==> src/rtl/rx_frame_ctrl.sv <==
// Receive frame controller: address filtering, length checking and buffer writes
// for src/dst/len/payload/crc frames, with per-frame status pulses.
module rx_frame_ctrl #(
  parameter int unsigned ADDR_W  = 9,
  parameter int unsigned MAX_LEN = 253
) (
  input  logic              clk,
  input  logic              reset_n,
  input  logic [7:0]        filter,
  input  logic              promisc,
  input  logic              bus_idle,
  input  logic [7:0]        rx_data,
  input  logic              rx_data_clk,
  input  logic [15:0]       crc_data,
  input  logic              buf_free,
  input  logic              abort,
  output logic              force_wait_idle,
  output logic              wr_en,
  output logic [ADDR_W-1:0] wr_addr,
  output logic [7:0]        wr_data,
  output logic              frame_done,
  output logic [8:0]        frame_len,
  output logic              crc_err,
  output logic              len_err,
  output logic              lost
);

  localparam int unsigned CNT_W = 9;

  typedef enum logic [1:0] {IDLE, RECV, DROP} state_t;

  state_t             state_q, state_d;
  logic [CNT_W-1:0]   cnt_q, cnt_d;
  logic [7:0]         len_q, len_d;

  logic               fwi_d, wr_en_d, done_d, crc_err_d, len_err_d, lost_d;
  logic [ADDR_W-1:0]  wr_addr_d;
  logic [7:0]         wr_data_d;
  logic [8:0]         frame_len_d;

  logic [CNT_W-1:0]   len_ext;
  logic               dst_ok;
  logic               crc_hi;

  assign len_ext = CNT_W'(len_q);
  assign dst_ok  = promisc || (rx_data == filter) || (rx_data == 8'hFF);
  // Length byte is known once three bytes are in, so the crc_hi index is valid only past that point.
  assign crc_hi  = (cnt_q > CNT_W'(2)) && (cnt_q == len_ext + CNT_W'(4));

  // State register and registered outputs.
  always_ff @(posedge clk) begin
    if (!reset_n) begin
      state_q         <= IDLE;
      cnt_q           <= '0;
      len_q           <= '0;
      force_wait_idle <= 1'b0;
      wr_en           <= 1'b0;
      wr_addr         <= '0;
      wr_data         <= '0;
      frame_done      <= 1'b0;
      frame_len       <= '0;
      crc_err         <= 1'b0;
      len_err         <= 1'b0;
      lost            <= 1'b0;
    end else begin
      state_q         <= state_d;
      cnt_q           <= cnt_d;
      len_q           <= len_d;
      force_wait_idle <= fwi_d;
      wr_en           <= wr_en_d;
      wr_addr         <= wr_addr_d;
      wr_data         <= wr_data_d;
      frame_done      <= done_d;
      frame_len       <= frame_len_d;
      crc_err         <= crc_err_d;
      len_err         <= len_err_d;
      lost            <= lost_d;
    end
  end

  // Next-state and next-output logic.
  always_comb begin
    state_d     = state_q;
    cnt_d       = cnt_q;
    len_d       = len_q;
    fwi_d       = 1'b0;
    wr_en_d     = 1'b0;
    wr_addr_d   = '0;
    wr_data_d   = '0;
    done_d      = 1'b0;
    frame_len_d = '0;
    crc_err_d   = 1'b0;
    len_err_d   = 1'b0;
    lost_d      = 1'b0;

    case (state_q)
      IDLE: begin
        if (rx_data_clk) begin
          if (buf_free) begin
            wr_en_d   = 1'b1;
            wr_data_d = rx_data;
            cnt_d     = CNT_W'(1);
            state_d   = RECV;
          end else begin
            lost_d  = 1'b1;
            state_d = DROP;
          end
        end
      end

      RECV: begin
        if (abort) begin
          fwi_d   = 1'b1;
          state_d = IDLE;
        end else if (rx_data_clk && crc_hi) begin
          if (crc_data == 16'h0000) begin
            done_d      = 1'b1;
            frame_len_d = len_ext + CNT_W'(3);
          end else begin
            crc_err_d = 1'b1;
          end
          state_d = IDLE;
        end else if (bus_idle) begin
          len_err_d = 1'b1;
          state_d   = IDLE;
        end else if (rx_data_clk) begin
          cnt_d = cnt_q + CNT_W'(1);
          // Header bytes are always stored; payload only up to the declared length.
          if (cnt_q <= CNT_W'(2) || cnt_q <= len_ext + CNT_W'(2)) begin
            wr_en_d   = 1'b1;
            wr_addr_d = ADDR_W'(cnt_q);
            wr_data_d = rx_data;
          end
          if (cnt_q == CNT_W'(1) && !dst_ok) begin
            state_d = DROP;
          end
          if (cnt_q == CNT_W'(2)) begin
            len_d = rx_data;
            if (32'(rx_data) > MAX_LEN) begin
              len_err_d = 1'b1;
              fwi_d     = 1'b1;
              state_d   = DROP;
            end
          end
        end
      end

      DROP: begin
        if (abort) begin
          fwi_d   = 1'b1;
          state_d = IDLE;
        end else if (bus_idle) begin
          state_d = IDLE;
        end
      end

      default: state_d = IDLE;
    endcase
  end

endmodule

==> config.mk <==
export PLATFORM = sky130hd
export DESIGN_NAME = rx_frame_ctrl
export DESIGN_NICKNAME = d
export VERILOG_FILES = /design/src/rtl/rx_frame_ctrl.sv
export SDC_FILE = /design/constraint.sdc
export NUM_CORES = 1
export LEC_CHECK = 0
export ABC_AREA = 1
export ABC_CLOCK_PERIOD_IN_PS = 3100
export CAP_MARGIN = 5
export CORE_ASPECT_RATIO = 1.25
export CORE_MARGIN = 2
export CORE_UTILIZATION = 40
export CTS_BUF_LIST = sky130_fd_sc_hd__clkbuf_4 sky130_fd_sc_hd__clkbuf_8 sky130_fd_sc_hd__clkbuf_16
export CTS_CLUSTER_DIAMETER = 150
export DETAILED_ROUTE_END_ITERATION = 8
export GPL_ROUTABILITY_DRIVEN = 0
export PLACE_DENSITY_LB_ADDON = 0.1
export SLEW_MARGIN = 10
export SYNTH_ARGS = -nofsm -noshare
export SYNTH_HDL_FRONTEND = slang
export SYNTH_SLANG_ARGS = --single-unit
==> constraint.sdc <==
create_clock -name clk -period 3.1 [get_ports clk]
set_input_delay 0.62 -clock clk [delete_from_list [all_inputs] [get_ports clk]]
set_output_delay 0.62 -clock clk [all_outputs]
set_load 0.05 [all_outputs]
==> results of run 1 <==
per-layer routing:
layer  up-vias  wire length, um  share of wire (%)  track usage (%)
met2        73             3828                 50            35.90
met3         9              380                5.0            2.813
met4         0               93                1.2            6.649
met5         -                0                  0                0
met1      1291             3284                 43            24.42
li1       1479                -                  -                -
synthesized netlist by cell type (3+ instances only):
master | instances | area share, %
a21oi_1 | 33 | 5.7
buf_2 | 4 | 0.69
clkinv_1 | 3 | 0.39
dfxtp_1 | 51 | 35
ha_1 | 19 | 8.2
inv_1 | 33 | 4.3
nand2_1 | 85 | 11
nand3_1 | 27 | 4.7
nand3_2 | 3 | 1.0
nand3b_1 | 3 | 0.78
nand4_1 | 16 | 3.4
nor2_1 | 42 | 5.4
nor3_1 | 14 | 2.4
nor4_1 | 6 | 1.3
o21ai_0 | 16 | 2.8
xnor2_1 | 10 | 3.0
xor2_1 | 10 | 3.0
sequential cells by signal, indices dropped and copies added, names as in the netlist:
register and cells:
cnt_q 9, frame_len 9, wr_addr 9, len_q 8, wr_data 8, state_q 2
crc_err 1, force_wait_idle 1, frame_done 1, len_err 1, lost 1, wr_en 1
path summary, 6_finish.rpt:
| check | start | endpoint | cells after the start |
|---|---|---|---|
| setup / recovery | len_q[2] | wr_addr[8] | 12 |
| hold / removal | len_q[0] | frame_len[0] | 1 |
| setup reg to reg | len_q[2] | wr_addr[8] | 12 |
| hold reg to reg | len_q[0] | frame_len[0] | 1 |
cells by family after synthesis:
group / count (synthesis) / synth area share (%)
simple gates: 206 / 33.46
fa+ha+maj: 19 / 8.183
flops: 51 / 35.14
compound gates: 57 / 10.68
xor+xnor: 20 / 6.029
buf+inv: 45 / 6.503
cells in the final DEF, fill, tap and decap left out, types with 4 or more instances in the layout:
master,count
inv_1,33
dfxtp_1,51
a21oi_1,33
o21ai_0,16
ha_1,19
nor3_1,14
nor4_1,6
buf_4,4
xor2_1,10
xnor2_1,10
clkbuf_8,5
nor2_1,42
nand4_1,16
nand2_1,85
clkdlybuf4s50_1,70
nand3_1,27
area by class of cell:
class,instances,area (um2)
Tap cell,90,112.6
Sequential cell,51,1021
Clock inverter,2,12.51
Fill cell,694,3232
Inverter,37,138.9
Timing Repair Buffer,74,730.7
Multi-Input combinational cell,302,1695
Clock buffer,6,76.32
power groups by stage:
| stage | Sequential (mW) | Combinational (mW) | Clock [mW] |
|---|---|---|---|
| after CTS | 0.682 | 0.304 | 0.403 |
| final | 0.682 | 0.302 | 0.387 |
| after global routing | 0.685 | 0.333 | 0.432 |
| after detailed placement | 0.697 | 0.301 | 0 |
| after global placement | 0.697 | 0.299 | 0 |
| after floorplan | 0.713 | 0.166 | 0 |
critical path: stages (launching register included):
cell	delay, ps
dfxtp_1	490
ha_1	280
inv_1	90
nor2_1	140
xor2_1	160
inv_1	60
ha_1	280
nand4_1	110
nor3_1	280
nor2b_4	80
a21oi_4	310
nand3_4	190
nor3b_1	200
==> impl_metrics.env, run 1 <==
export IMPL_worstSetupPathType="register to register"
export IMPL_grt_pass1_vias=2804
export IMPL_cts_made_buffers=5
export IMPL_preCtsSetupSlack_ps=395.7
export IMPL_synth_main_ff_cell="dfxtp_1"
export IMPL_rows=34
export IMPL_swShare_pct=29.83
export IMPL_wirelength_mm=7.587
export IMPL_finalSetupTns_ps=0
export IMPL_p_total_mw=1.371
export IMPL_cap_violations=0
export IMPL_die_area_um2=7965
export IMPL_finalHoldViolations=0
export IMPL_area_growth_pct=30.36
export IMPL_firstDrtPassIters=4
export IMPL_syn_area_um2=2905
export IMPL_pwr_share_clk_pct=28.2
export IMPL_power_leakage_nw=1.476
export IMPL_setup_violations=0
export IMPL_cp_end_kind="register"
export IMPL_nNetsFinal=529
export IMPL_worst_slew_pin_slew_ps=585.3
export IMPL_fmax_ghz=0.3641
export IMPL_cts_setup_buffers=0
export IMPL_ys_types=36
export IMPL_setup_slack_ps=353.6
export IMPL_via_per_inst=5.075
export IMPL_path_clk_slew_ps=90
export IMPL_io_pins=71
export IMPL_yosysSeqAreaShare_pct=35.14
export IMPL_placedCellCount=554
export IMPL_utilization_pct=53.96
export IMPL_relSlewSlack_pct=60.84
export IMPL_dp_hpwl_mm=6.018
export IMPL_yosysWarnings=0
export IMPL_grt_pass1_wl_mm=12.80
export IMPL_cts_buffer_depth=2
export IMPL_antenna_left=0
export IMPL_internal_power_mw=0.9622
export IMPL_grt_setup_unrepaired="false"
export IMPL_antenna_found_initial=0
export IMPL_root_buffer="clkbuf_8"
export IMPL_grt_max_degree=17
export IMPL_tritoncts="built"
export IMPL_routedWlPerCell_um=13.50
export IMPL_synth_edf_count=0
export IMPL_insertion_delay_ps=300
export IMPL_period_share_pct=88.59
export IMPL_grt_overflow=0
export IMPL_diodes=0
export IMPL_skew_ps=4.298
export IMPL_synth_async_sr_flop_share_pct=0
export IMPL_min_path_type="register to register"
export IMPL_outcome="finished clean"
export IMPL_drive_above_1_share_pct=5.508
export IMPL_core_area_um2=7019
export IMPL_slew_violations=0
export IMPL_start_util_pct=41.39
export IMPL_cp_max_fo=9
export IMPL_drc=0
export IMPL_reg2reg_slack_ps=350
export IMPL_drt_iter0_drc=110
export IMPL_portBuffers=70
export IMPL_cp_data_arrival_time_ps=2980
export IMPL_stdcell_area_um2=3787
export IMPL_htree_levels=2
export IMPL_grt_usage_pct=20.08
export IMPL_ir_drop_v=0.0001903
export IMPL_stdcell_count=562
export IMPL_die_w_um=80.23
export IMPL_syn_inst=398
export IMPL_combPwrFrac_pct=22.0
export IMPL_ctsHoldBuffers=0
export IMPL_syn_nets=456
export IMPL_power_density_nw_per_um2=362.1
export IMPL_place_area_um2=3699
export IMPL_whs_ps=491.6
export IMPL_vias=2852
export IMPL_postSynthAreaPerCell_um2=7.300
export IMPL_synth_seq_cells=51
export IMPL_cts_sinks=51
export IMPL_die_y_um=99.29
export IMPL_crit_required_ps=3330
export IMPL_cp_start_kind="register"
export IMPL_fin_crit_ps=2746
export IMPL_post_cts_resized=0
export IMPL_switchingPower_mw=0.4090
export IMPL_power_frac_seq_pct=49.8
Note: power is estimated with default switching activity, not from simulation.
==> run 2, diff against run 1 <==
Settings changed: CTS_CLUSTER_DIAMETER 150 to default.
==> results of run 2 <==
Same layout as run 1: the final DEF is identical, and so are final timing and power.
==> run 3, diff against run 2 <==
Settings changed: CORE_ASPECT_RATIO 1.25 to 0.8, CORE_UTILIZATION 40 to 50.
==> run 3 against run 2 <==
Total power increased by 7.3%. Clock power up 26%. Clock-buffer cell count unchanged. Sequential share of layout area fell by 0.080 points. Setup slack gained 19 ps. Flip-flop and latch count did not move. First-iteration DRC count grew 120%. Combinational power hardly changed. Clock skew is 0.64 ps higher. Register-to-register slack improved by 20 ps. Critical endpoint unchanged.
==> impl_metrics.env, run 3 (same netlist as run 1, synthesis figures left out) <==
export IMPL_io_pins=71
export IMPL_finalHoldViolations=0
export IMPL_grt_usage_pct=24.96
export IMPL_hold_start="len_q[0]"
export IMPL_rr_worst_depth=11
export IMPL_drive_above_1_share_pct=5.520
export IMPL_rows=24
export IMPL_ir_drop_v=0.0002833
export IMPL_setup_slack_ps=372.6
export IMPL_portBuffers=70
export IMPL_cp_data_arrival_time_ps=2960
export IMPL_worst_slew_pin_slew_ps=1329
export IMPL_power_leakage_nw=1.488
export IMPL_ctsHoldBuffers=0
export IMPL_crit_required_ps=3330
export IMPL_cts_setup_buffers=0
export IMPL_skew_ps=4.942
export IMPL_placedCellCount=541
export IMPL_p_total_mw=1.472
export IMPL_wirelength_mm=7.813
export IMPL_path_clk_slew_ps=90
export IMPL_die_area_um2=6440
export IMPL_tritoncts="built"
export IMPL_dp_hpwl_mm=6.251
export IMPL_cts_made_buffers=5
export IMPL_cap_violations=0
export IMPL_routedWlPerCell_um=14.23
export IMPL_drt_iter0_drc=247
export IMPL_layout_common_cells="nand2_1 (85), clkdlybuf4s50_1 (70), dfxtp_1 (51), nor2_1 (42)"
export IMPL_cp_end_kind="register"
export IMPL_hold_end="frame_len[0]"
export IMPL_outcome="finished clean"
export IMPL_antenna_found_initial=0
export IMPL_relSlewSlack_pct=10.69
export IMPL_grt_max_degree=17
export IMPL_reg2reg_slack_ps=370
export IMPL_vias=2985
export IMPL_stdcell_count=549
export IMPL_nNetsFinal=528
export IMPL_area_growth_pct=30.75
export IMPL_diodes=0
export IMPL_power_density_nw_per_um2=387.5
export IMPL_min_path_type="register to register"
export IMPL_final_common_cell="nand2_1"
export IMPL_htree_levels=2
export IMPL_insertion_delay_ps=310
export IMPL_holdPathStages=1
export IMPL_grt_pass1_wl_mm=12.80
export IMPL_start_util_pct=52.58
export IMPL_preCtsSetupSlack_ps=264.8
export IMPL_root_buffer="clkbuf_8"
export IMPL_fill_cells=494
export IMPL_via_per_inst=5.437
export IMPL_cp_start_kind="register"
export IMPL_setup_violations=0
export IMPL_die_w_um=89.23
export IMPL_cts_sinks=51
export IMPL_fin_crit_ps=2727
export IMPL_antenna_left=0
export IMPL_reg2reg_from="len_q[2]"
export IMPL_cp_max_fo=9
export IMPL_largestRegisters="cnt_q x9, frame_len x9, wr_addr x9"
export IMPL_finalSetupTns_ps=0
export IMPL_grt_pass1_vias=2688
export IMPL_period_share_pct=87.98
export IMPL_post_cts_resized=0
export IMPL_utilization_pct=68.75
export IMPL_core_area_um2=5525
export IMPL_firstDrtPassIters=6
export IMPL_die_y_um=72.18
export IMPL_drc=0
export IMPL_worstSetupPathType="register to register"
export IMPL_r2r_end="wr_addr[8]"
export IMPL_fmax_ghz=0.3666
export IMPL_slew_violations=0
export IMPL_grt_overflow=0
export IMPL_grt_setup_unrepaired="false"
export IMPL_cts_buffer_depth=2
run 3: routing by layer:
metal	vias to the layer above	GRT usage (%)	wire length (um)
li1	1484	-	-
met1	1363	37.85	3628
met2	128	38.02	3601
met3	10	3.527	530
met4	0	4.643	53
met5	-	0	0
run 3: where the power goes:
group          switching, mW  internal, mW
clock network          0.224         0.261
logic                  0.180         0.124
registers             0.0130         0.669
run 3: area by class of cell:
type	instances	area (um2)	area share, %
multi-input combinational	302	1700	44.76
sequential	51	1021	26.88
timing repair buffer	73	723.2	19.04
inverter	37	138.9	3.656
tap	78	97.59	2.569
clock buffer	6	82.58	2.174
clock inverter	2	35.03	0.9223
run 3: worst max path at each step:
stage	start	endpoint	slack [ps]	cells past startpoint
floorplan	len_q[2]	wr_addr[8]	720	11
global placement	abort	cnt_q[0]	310	8
detailed placement	abort	cnt_q[4]	260	7
CTS	len_q[2]	wr_addr[8]	330	11
global route	len_q[3]	wr_addr[6]	60	11
finish	len_q[2]	wr_addr[8]	370	11
run 3: stage by stage:
| stage | hold slack, ps | instance area, um2 |
|---|---|---|
| after floorplan | 429.2 | 2905 |
| after global placement | 490.5 | 3676 |
| after detailed placement | 492.2 | 3676 |
| after CTS | 517.1 | 3794 |
| after global routing | 548.6 | 3799 |
| final | 517.2 | 3799 |
run 3: worst max-delay path, cell delays in order (launching register included):
cell and delay, ps:
dfxtp_1 500, ha_1 260, nand3_2 160, nor2_1 190
xor2_1 170, ha_1 280, a21oi_1 160, o21a_1 130
nand3_1 110, a21oi_4 310, nand3_4 180, nor3b_1 200
